===== src/rtl/ieu_pkg.sv =====
// Shared definitions for the IEU issue controller: FSM state encoding,
// operand-forwarding select codes and register-index width.
package ieu_pkg;

  localparam int REG_IDX_W = 5;

  typedef enum logic [1:0] {
    RUN        = 2'd0,
    LOAD_STALL = 2'd1,
    FLUSH      = 2'd2
  } issue_state_e;

  // Operand source select codes
  localparam logic [1:0] FWD_RF  = 2'b00;  // register file
  localparam logic [1:0] FWD_RES = 2'b01;  // IEU result register
  localparam logic [1:0] FWD_LD  = 2'b10;  // load data

  // True when a read of rs is enabled and hits a real (non-x0) destination rd
  function automatic logic reg_match(input logic                 use_rs,
                                     input logic [REG_IDX_W-1:0] rs,
                                     input logic [REG_IDX_W-1:0] rd);
    return use_rs && (rd != {REG_IDX_W{1'b0}}) && (rs == rd);
  endfunction

endpackage


===== src/rtl/ieu_issue_ctrl_if.sv =====
// Decode -> issue -> IEU handshake bundle. The master side is the decode
// stage / IEU environment, the slave side is the issue controller.
interface ieu_issue_ctrl_if;
  import ieu_pkg::*;

  logic                 dec_valid;
  logic                 dec_ready;
  logic [REG_IDX_W-1:0] dec_rd;
  logic [REG_IDX_W-1:0] dec_rs1;
  logic [REG_IDX_W-1:0] dec_rs2;
  logic                 dec_use_rs1;
  logic                 dec_use_rs2;
  logic                 dec_is_load;
  logic                 dec_is_cf;
  logic                 ex_ready;
  logic                 je;
  logic                 issue_valid;
  logic [1:0]           fwd_sel1;
  logic [1:0]           fwd_sel2;
  logic                 flush;

  modport master (
    output dec_valid, dec_rd, dec_rs1, dec_rs2, dec_use_rs1, dec_use_rs2,
           dec_is_load, dec_is_cf, ex_ready, je,
    input  dec_ready, issue_valid, fwd_sel1, fwd_sel2, flush
  );

  modport slave (
    input  dec_valid, dec_rd, dec_rs1, dec_rs2, dec_use_rs1, dec_use_rs2,
           dec_is_load, dec_is_cf, ex_ready, je,
    output dec_ready, issue_valid, fwd_sel1, fwd_sel2, flush
  );

endinterface


===== src/rtl/ieu_hazard_cmp.sv =====
// Per-operand compare against the W slot (op issued last cycle) and against
// the load that caused the most recent load-use stall. Produces the load-use
// hazard flag and the operand forwarding select.
module ieu_hazard_cmp
  import ieu_pkg::*;
(
  input  logic                 use_rs,
  input  logic [REG_IDX_W-1:0] rs,
  input  logic                 w_valid,
  input  logic [REG_IDX_W-1:0] w_rd,
  input  logic                 w_is_load,
  input  logic                 ld_pend,
  input  logic [REG_IDX_W-1:0] ld_rd,
  output logic                 hazard,
  output logic [1:0]           fwd_sel
);

  logic w_hit_s;
  logic ld_hit_s;

  // Compare operand against W slot and stalled-load destination
  always_comb begin
    w_hit_s  = w_valid && reg_match(use_rs, rs, w_rd);
    ld_hit_s = ld_pend && reg_match(use_rs, rs, ld_rd);
    hazard   = w_hit_s && w_is_load;
    if (ld_hit_s) begin
      fwd_sel = FWD_LD;
    end else if (w_hit_s && !w_is_load) begin
      fwd_sel = FWD_RES;
    end else begin
      fwd_sel = FWD_RF;
    end
  end

endmodule


===== src/rtl/ieu_issue_ctrl.sv =====
// IEU issue controller: accepts decoded ops, resolves load-use stalls and
// result forwarding against the op issued last cycle, and discards
// FLUSH_CYCLES front-end ops after a taken jump/branch.
// Optional feature: define IEU_ISSUE_CTRL_PERF_EN to add XLEN-wide
// issued / load-stall / flush performance counters.
module ieu_issue_ctrl
  import ieu_pkg::*;
#(
  parameter int FLUSH_CYCLES = 2,
  parameter int XLEN         = 32
) (
  input  logic             clk,
  input  logic             reset,
  ieu_issue_ctrl_if.slave  bus
`ifdef IEU_ISSUE_CTRL_PERF_EN
  ,
  output logic [XLEN-1:0]  perf_issued,
  output logic [XLEN-1:0]  perf_stalls,
  output logic [XLEN-1:0]  perf_flushes
`endif
);

  if ((FLUSH_CYCLES < 1) || (FLUSH_CYCLES > 7) || (XLEN < 1)) begin : g_param_check
    $error("ieu_issue_ctrl: FLUSH_CYCLES must be 1..7 and XLEN >= 1");
  end

  localparam logic [2:0] FLUSH_INIT = 3'(FLUSH_CYCLES);

  issue_state_e         state_r;
  issue_state_e         state_nxt_s;
  logic                 w_valid_r;
  logic [REG_IDX_W-1:0] w_rd_r;
  logic                 w_is_load_r;
  logic                 ld_pend_r;
  logic [REG_IDX_W-1:0] ld_rd_r;
  logic [2:0]           flush_cnt_r;
  logic                 flush_r;
  logic                 dec_ready_s;
  logic                 issue_valid_s;
  logic                 take_jump_s;
  logic                 enter_stall_s;
  logic                 hazard1_s;
  logic                 hazard2_s;
  logic                 hazard_s;
  logic [1:0]           fwd_sel1_s;
  logic [1:0]           fwd_sel2_s;

  ieu_hazard_cmp u_cmp_rs1 (
    .use_rs   (bus.dec_use_rs1),
    .rs       (bus.dec_rs1),
    .w_valid  (w_valid_r),
    .w_rd     (w_rd_r),
    .w_is_load(w_is_load_r),
    .ld_pend  (ld_pend_r),
    .ld_rd    (ld_rd_r),
    .hazard   (hazard1_s),
    .fwd_sel  (fwd_sel1_s)
  );

  ieu_hazard_cmp u_cmp_rs2 (
    .use_rs   (bus.dec_use_rs2),
    .rs       (bus.dec_rs2),
    .w_valid  (w_valid_r),
    .w_rd     (w_rd_r),
    .w_is_load(w_is_load_r),
    .ld_pend  (ld_pend_r),
    .ld_rd    (ld_rd_r),
    .hazard   (hazard2_s),
    .fwd_sel  (fwd_sel2_s)
  );

  assign hazard_s = hazard1_s | hazard2_s;

  // Next-state and handshake decode; ex_ready low freezes RUN/LOAD_STALL
  always_comb begin
    state_nxt_s   = state_r;
    dec_ready_s   = 1'b0;
    issue_valid_s = 1'b0;
    take_jump_s   = 1'b0;
    enter_stall_s = 1'b0;
    case (state_r)
      RUN: begin
        dec_ready_s   = bus.ex_ready & ~hazard_s;
        issue_valid_s = bus.dec_valid & dec_ready_s;
        take_jump_s   = issue_valid_s & bus.dec_is_cf & bus.je;
        enter_stall_s = bus.dec_valid & bus.ex_ready & hazard_s;
        if (take_jump_s) begin
          state_nxt_s = FLUSH;
        end else if (enter_stall_s) begin
          state_nxt_s = LOAD_STALL;
        end else begin
          state_nxt_s = RUN;
        end
      end
      LOAD_STALL: begin
        if (bus.ex_ready) begin
          state_nxt_s = RUN;
        end else begin
          state_nxt_s = LOAD_STALL;
        end
      end
      FLUSH: begin
        // Wrong-path ops are swallowed regardless of downstream readiness
        dec_ready_s = 1'b1;
        if (bus.dec_valid && (flush_cnt_r <= 3'd1)) begin
          state_nxt_s = RUN;
        end else begin
          state_nxt_s = FLUSH;
        end
      end
      default: begin
        state_nxt_s = RUN;
      end
    endcase
  end

  // FSM state, flush pulse and wrong-path op counter
  always_ff @(posedge clk) begin
    if (reset) begin
      state_r     <= RUN;
      flush_r     <= 1'b0;
      flush_cnt_r <= 3'd0;
    end else begin
      state_r <= state_nxt_s;
      flush_r <= take_jump_s;
      if (take_jump_s) begin
        flush_cnt_r <= FLUSH_INIT;
      end else if ((state_r == FLUSH) && bus.dec_valid && (flush_cnt_r != 3'd0)) begin
        flush_cnt_r <= flush_cnt_r - 3'd1;
      end else begin
        flush_cnt_r <= flush_cnt_r;
      end
    end
  end

  // W slot tracks last cycle's issued op; held while the IEU is back-pressuring
  always_ff @(posedge clk) begin
    if (reset) begin
      w_valid_r   <= 1'b0;
      w_rd_r      <= {REG_IDX_W{1'b0}};
      w_is_load_r <= 1'b0;
    end else if (bus.ex_ready || (state_r == FLUSH)) begin
      w_valid_r   <= issue_valid_s;
      w_rd_r      <= bus.dec_rd;
      w_is_load_r <= bus.dec_is_load;
    end else begin
      w_valid_r   <= w_valid_r;
      w_rd_r      <= w_rd_r;
      w_is_load_r <= w_is_load_r;
    end
  end

  // Remember the stalling load's rd so the stalled op can take load data
  always_ff @(posedge clk) begin
    if (reset) begin
      ld_pend_r <= 1'b0;
      ld_rd_r   <= {REG_IDX_W{1'b0}};
    end else if (enter_stall_s) begin
      ld_pend_r <= 1'b1;
      ld_rd_r   <= w_rd_r;
    end else if (issue_valid_s) begin
      ld_pend_r <= 1'b0;
      ld_rd_r   <= ld_rd_r;
    end else begin
      ld_pend_r <= ld_pend_r;
      ld_rd_r   <= ld_rd_r;
    end
  end

`ifdef IEU_ISSUE_CTRL_PERF_EN
  // Free-running wrap-around performance counters
  always_ff @(posedge clk) begin
    if (reset) begin
      perf_issued  <= {XLEN{1'b0}};
      perf_stalls  <= {XLEN{1'b0}};
      perf_flushes <= {XLEN{1'b0}};
    end else begin
      perf_issued  <= perf_issued  + XLEN'(issue_valid_s);
      perf_stalls  <= perf_stalls  + XLEN'((state_r == LOAD_STALL) && bus.ex_ready);
      perf_flushes <= perf_flushes + XLEN'(flush_r);
    end
  end
`endif

  assign bus.dec_ready   = dec_ready_s;
  assign bus.issue_valid = issue_valid_s;
  assign bus.fwd_sel1    = fwd_sel1_s;
  assign bus.fwd_sel2    = fwd_sel2_s;
  assign bus.flush       = flush_r;

endmodule


===== src/flat_wrapper.sv =====
// flat-port wrapper written by rule: the top's interface ports become plain ports
module ieu_issue_ctrl_flat import ieu_pkg::*;
#(
  parameter int FLUSH_CYCLES = 2,
  parameter int XLEN         = 32
)
  (clk, reset, bus_dec_valid, bus_dec_rd, bus_dec_rs1, bus_dec_rs2, bus_dec_use_rs1, bus_dec_use_rs2, bus_dec_is_load, bus_dec_is_cf, bus_ex_ready, bus_je, bus_dec_ready, bus_issue_valid, bus_fwd_sel1, bus_fwd_sel2, bus_flush);
  ieu_issue_ctrl_if bus_i ();
  input  logic clk;
  input  logic reset;
  input wire logic [$bits(bus_i.dec_valid)-1:0] bus_dec_valid;
  input wire logic [$bits(bus_i.dec_rd)-1:0] bus_dec_rd;
  input wire logic [$bits(bus_i.dec_rs1)-1:0] bus_dec_rs1;
  input wire logic [$bits(bus_i.dec_rs2)-1:0] bus_dec_rs2;
  input wire logic [$bits(bus_i.dec_use_rs1)-1:0] bus_dec_use_rs1;
  input wire logic [$bits(bus_i.dec_use_rs2)-1:0] bus_dec_use_rs2;
  input wire logic [$bits(bus_i.dec_is_load)-1:0] bus_dec_is_load;
  input wire logic [$bits(bus_i.dec_is_cf)-1:0] bus_dec_is_cf;
  input wire logic [$bits(bus_i.ex_ready)-1:0] bus_ex_ready;
  input wire logic [$bits(bus_i.je)-1:0] bus_je;
  output wire logic [$bits(bus_i.dec_ready)-1:0] bus_dec_ready;
  output wire logic [$bits(bus_i.issue_valid)-1:0] bus_issue_valid;
  output wire logic [$bits(bus_i.fwd_sel1)-1:0] bus_fwd_sel1;
  output wire logic [$bits(bus_i.fwd_sel2)-1:0] bus_fwd_sel2;
  output wire logic [$bits(bus_i.flush)-1:0] bus_flush;
  assign bus_i.dec_valid = bus_dec_valid;
  assign bus_i.dec_rd = bus_dec_rd;
  assign bus_i.dec_rs1 = bus_dec_rs1;
  assign bus_i.dec_rs2 = bus_dec_rs2;
  assign bus_i.dec_use_rs1 = bus_dec_use_rs1;
  assign bus_i.dec_use_rs2 = bus_dec_use_rs2;
  assign bus_i.dec_is_load = bus_dec_is_load;
  assign bus_i.dec_is_cf = bus_dec_is_cf;
  assign bus_i.ex_ready = bus_ex_ready;
  assign bus_i.je = bus_je;
  assign bus_dec_ready = bus_i.dec_ready;
  assign bus_issue_valid = bus_i.issue_valid;
  assign bus_fwd_sel1 = bus_i.fwd_sel1;
  assign bus_fwd_sel2 = bus_i.fwd_sel2;
  assign bus_flush = bus_i.flush;
  ieu_issue_ctrl #(.FLUSH_CYCLES(FLUSH_CYCLES), .XLEN(XLEN)) u_core (.clk(clk), .reset(reset), .bus(bus_i));
endmodule

===== config.mk =====
export PLATFORM = sky130hd
export DESIGN_NAME = ieu_issue_ctrl_flat
export DESIGN_NICKNAME = d
export VERILOG_FILES = /design/src/rtl/ieu_pkg.sv /design/src/rtl/ieu_issue_ctrl_if.sv /design/src/rtl/ieu_hazard_cmp.sv /design/src/rtl/ieu_issue_ctrl.sv /design/src/flat_wrapper.sv
export SDC_FILE = /design/constraint.sdc
export NUM_CORES = 1
export LEC_CHECK = 0
export ABC_AREA = 1
export CAP_MARGIN = 0
export CORE_ASPECT_RATIO = 1.75
export CORE_MARGIN = 8
export CORE_UTILIZATION = 45
export DETAILED_ROUTE_END_ITERATION = 8
export GPL_TIMING_DRIVEN = 0
export PLACE_DENSITY = 0.74
export SLEW_MARGIN = 20
export SYNTH_ARGS = -nofsm -noshare
export SYNTH_HDL_FRONTEND = slang
export SYNTH_SLANG_ARGS = --single-unit
export TNS_END_PERCENT = 30

===== constraint.sdc =====
create_clock -name clk -period 1.7 [get_ports clk]
set_clock_uncertainty 0.15 [all_clocks]
set_input_delay 0.255 -clock clk [delete_from_list [all_inputs] [get_ports clk]]
set_output_delay 0.255 -clock clk [all_outputs]
set_load 0.03 [all_outputs]

==> flow_summary_export.csv <==
group,metric,value,unit
placement,gp_congestion,0.970,
die,fp.dieW,55.5,um
placement,place_ws,-1040,ps
grt,grt_pass1_wl,5.87,mm
timing,clock.fmax,0.512,GHz
critical_path,worst-path-buf-inv,3,
clock_tree,clock-root-buffer,"clkbuf_8",
timing,tns,-1010,ps
critical_path,crit_path_start_kind,"flip-flop",
yosys,avgSynthCellArea,6.23,um2
critical_path,reg2regPathDepth,12,
yosys,syn-cell-area,0.00123,mm2
critical_path,cp_max_fo,6,
pwr,p_comb_share,22.3,%
grt,met2_usage,27.6,%
pwr,swShare,27.9,%
grt,busiest_layer,"met2",
timing,worstMarginPinSlew,372,ps
yosys,netlist_instances,197,
grt,grt_use_met1,14.2,%
drt,dr.pass1.iters,4,
critical_path,r2r-start,"u_core.w_rd_r[3]",
layout,drive_gt1_share,28.7,%
critical_path,critical_path_class,"flip-flop to primary output",
yosys,synth_cell_types,29,
die,dieArea,0.00472,mm2
clock_tree,cts_hold_buf,0,
critical_path,critPathTopFamily,"simple AND/OR/NAND/NOR gates",
yosys,synth_top_area_share,31.0,%
timing,finalSetupViolCount,6,
clock_tree,cts_sinks,19,
layout,nNetsFinal,268,
critical_path,rrSetupSlack,40,ps
timing,fin_crit_sh,115,%
grt,antenna_found_initial,0,
pwr,p_clk_share,30.6,%
worst_hold_path,min_delay_path_depth,2,
grt,grt_usage,15.0,%
die,pin_count,31,
status,status,"finished, violations left",
die,die_h,85.1,um
worst_hold_path,min_path_type,"flip-flop to flip-flop",
timing,grt_setup_unrepaired,"true",
grt,grt_pass1_vias,1350,
timing,report.final.slew_viol_count,0,
pwr,p_int,737,uW
placement,portBuffers,30,
timing,layout_setup_ws,-252,ps
placement,place_hpwl,2.75,mm
grt,gr-usage-met3,3.59,%
layout,syn_to_final_growth,43.0,%
layout,final_common_cell,"nand2_1",
die,initial_utilization,46.2,%
timing,finalCriticalPeriod,1950,ps
worst_hold_path,min_from,"u_core.w_valid_r",
clock_tree,clk_path_buf_depth,2,
worst_hold_path,hold_path_end,"u_core.w_valid_r",
drt,viasPerCell,5.12,
pwr,ir_worst_vdd,571,uV
yosys,syn-num-nets,224,
yosys,synth_area_leaders,"dfxtp_1 31%, nand2_1 18%, inv_1 8.9%, nor2_1 8.3%, a21oi_1 4.9%",
pwr,p_switching,285,uW
layout,layout_common_cells,"54 x nand2_1, 20 x inv_1, 20 x nor2_1, 13 x buf_4",
pwr,p_seq_share,47.1,%
job,cap_violations,0,
drt,routed_wl,3.38,mm
critical_path,worstPathRequired,1290,ps
grt,grt_start_max_net_pins,11,
yosys,yosysWarnings,0,
pwr,p_leak,0.000873,uW
pwr,power.density,582,mW/mm2
status,failed_checks,"setup timing",
layout,stdcell_count,267,
layout,insertedDiodeCount,0,
placement,dp_cells,254,
clock_tree,clock_latency,260,ps
critical_path,timing.rr.end,"u_core.ld_rd_r[3]",
critical_path,critPathSlowestCell,"dfxtp_2",
die,num_rows,25,
yosys,synth_top_cell_by_area,"dfxtp_1",
yosys,yosysSeqAreaShare,31.0,%
timing,slew_headroom,75.0,%
drt,drtIter0Drc,20,
drt,ant_nets,0,
critical_path,path_cells,"inv_4 > nand2_2 > nand2_1 > inv_2 > nand2_2 > nor2_2 > nand2_2 > or2_4 > nor2_4 > buf_6",
timing,final_hold_viol_count,0,
critical_path,setup.worst_path.end_class,"primary output",
drt,routedWlPerCell,12.7,um
drt,drc,0,
yosys,ys_seq_elements,19,
grt,grt_overflow,0,
die,core,0.00266,mm2
clock_tree,cts_made_buffers,3,
critical_path,cpMostUsedCell,"nand2_2",
clock_tree,cts_tree,"done",
clock_tree,cts.htree.levels,1,
clock_tree,clk_pin_slew,70,ps
drt,vias,1368,
critical_path,worstPathArrival,1550,ps
critical_path,cp_slowest_stage_delay,350,ps
==> worst register-to-register path: stages, from the launching register on <==
cell,delay [ps]
dfxtp_2,330
inv_4,100
nand3_2,130
nor2_4,140
nor2_2,50
nand2_1,90
nand2_2,80
buf_4,140
nand3_2,60
buf_6,130
nand2_1,50
nand2_1,50
nor2_1,40
==> cells in the mapped netlist, drive strengths merged <==
library cell / number
inv: 32
ha: 3
nor4: 2
nand4: 1
o21ai: 9
a21oi: 12
clkinv: 1
o22ai: 5
nor2: 28
xnor2: 1
or2: 1
xor2: 1
o211ai: 1
mux2i: 1
nor3: 4
nand2: 61
nand3: 9
dfxtp: 19
clkbuf: 1
buf: 4
o311ai: 1
==> worst max-delay path by stage <==
| stage | startpoint | to | slack, ps | cells after the start |
|---|---|---|---|---|
| floorplan | u_core.w_rd_r[2] | bus_fwd_sel2[0] | -100 | 7 |
| CTS | u_core.w_rd_r[4] | bus_fwd_sel1[0] | -230 | 9 |
| global placement | bus_dec_rs1[3] | bus_fwd_sel1[1] | -1030 | 7 |
| detailed placement | bus_dec_rs1[3] | bus_fwd_sel1[1] | -1040 | 7 |
| global route | u_core.w_rd_r[1] | bus_fwd_sel1[0] | -350 | 10 |
| finish | u_core.w_rd_r[3] | bus_fwd_sel1[0] | -250 | 10 |
==> state kept, by name (all words and copies together), names as in the netlist <==
| register | count |
|---|---|
| u_core.w_valid_r | 1 |
| u_core.ld_pend_r | 1 |
| u_core.ld_rd_r | 5 |
| u_core.bus.flush | 1 |
| u_core.flush_cnt_r | 3 |
| u_core.w_rd_r | 5 |
| u_core.w_is_load_r | 1 |
| u_core.state_r | 2 |
==> final cells by class <==
class	instances	area, um2
tap	27	33.8
inverter	33	126
buffer	5	45.0
fill	262	903
multi-input combinational	140	758
timing repair buffer	39	353
clock buffer	4	45.0
sequential	19	394
==> per-layer routing <==
layer / wire [um] / vias up
li1: - / 701
met1: 1200 / 616
met2: 1850 / 38
met3: 182 / 13
met4: 150 / 0
met5: 0 / -
==> metrics by stage <==
stage                     area (um2)  utilization (%)  total power (uW)  hold WS [ps]
after floorplan                 1230                -               587           174
after global placement          1560             58.8               683           338
after detailed placement        1560             58.8               684           346
after CTS                       1700             64.1              1020           357
after global routing            1760             66.0              1080           385
final                           1760             66.0              1020           341
==> repair_timing <==
action                                  CTS  global route
hold endpoints to repair                  0             0
buffers inserted                          6             3
endpoints found under the setup margin    8            13
pin swaps                                15            10
gates resized for setup                  85            10
==> cells by family after synthesis <==
kind of cell / after synthesis / synth area share (%)
buffers and inverters: 38 / 13.8
AO/OA/AOI/OAI: 28 / 12.4
XOR/XNOR: 2 / 1.43
adder cells (fa/ha/maj): 3 / 3.06
flip-flops: 19 / 31.0
AND/OR/NAND/NOR: 106 / 37.5
multiplexers: 1 / 0.816
==> power groups by stage <==
stage	registers (uW)	logic [uW]	clock network (uW)
5_1_grt	483	254	339
3_5_place_dp	486	197	0
4_1_cts	480	213	327
2_1_floorplan	483	104	0
6_report	481	228	313
3_3_place_gp	486	196	0
Power figures use the tool's default switching activity.
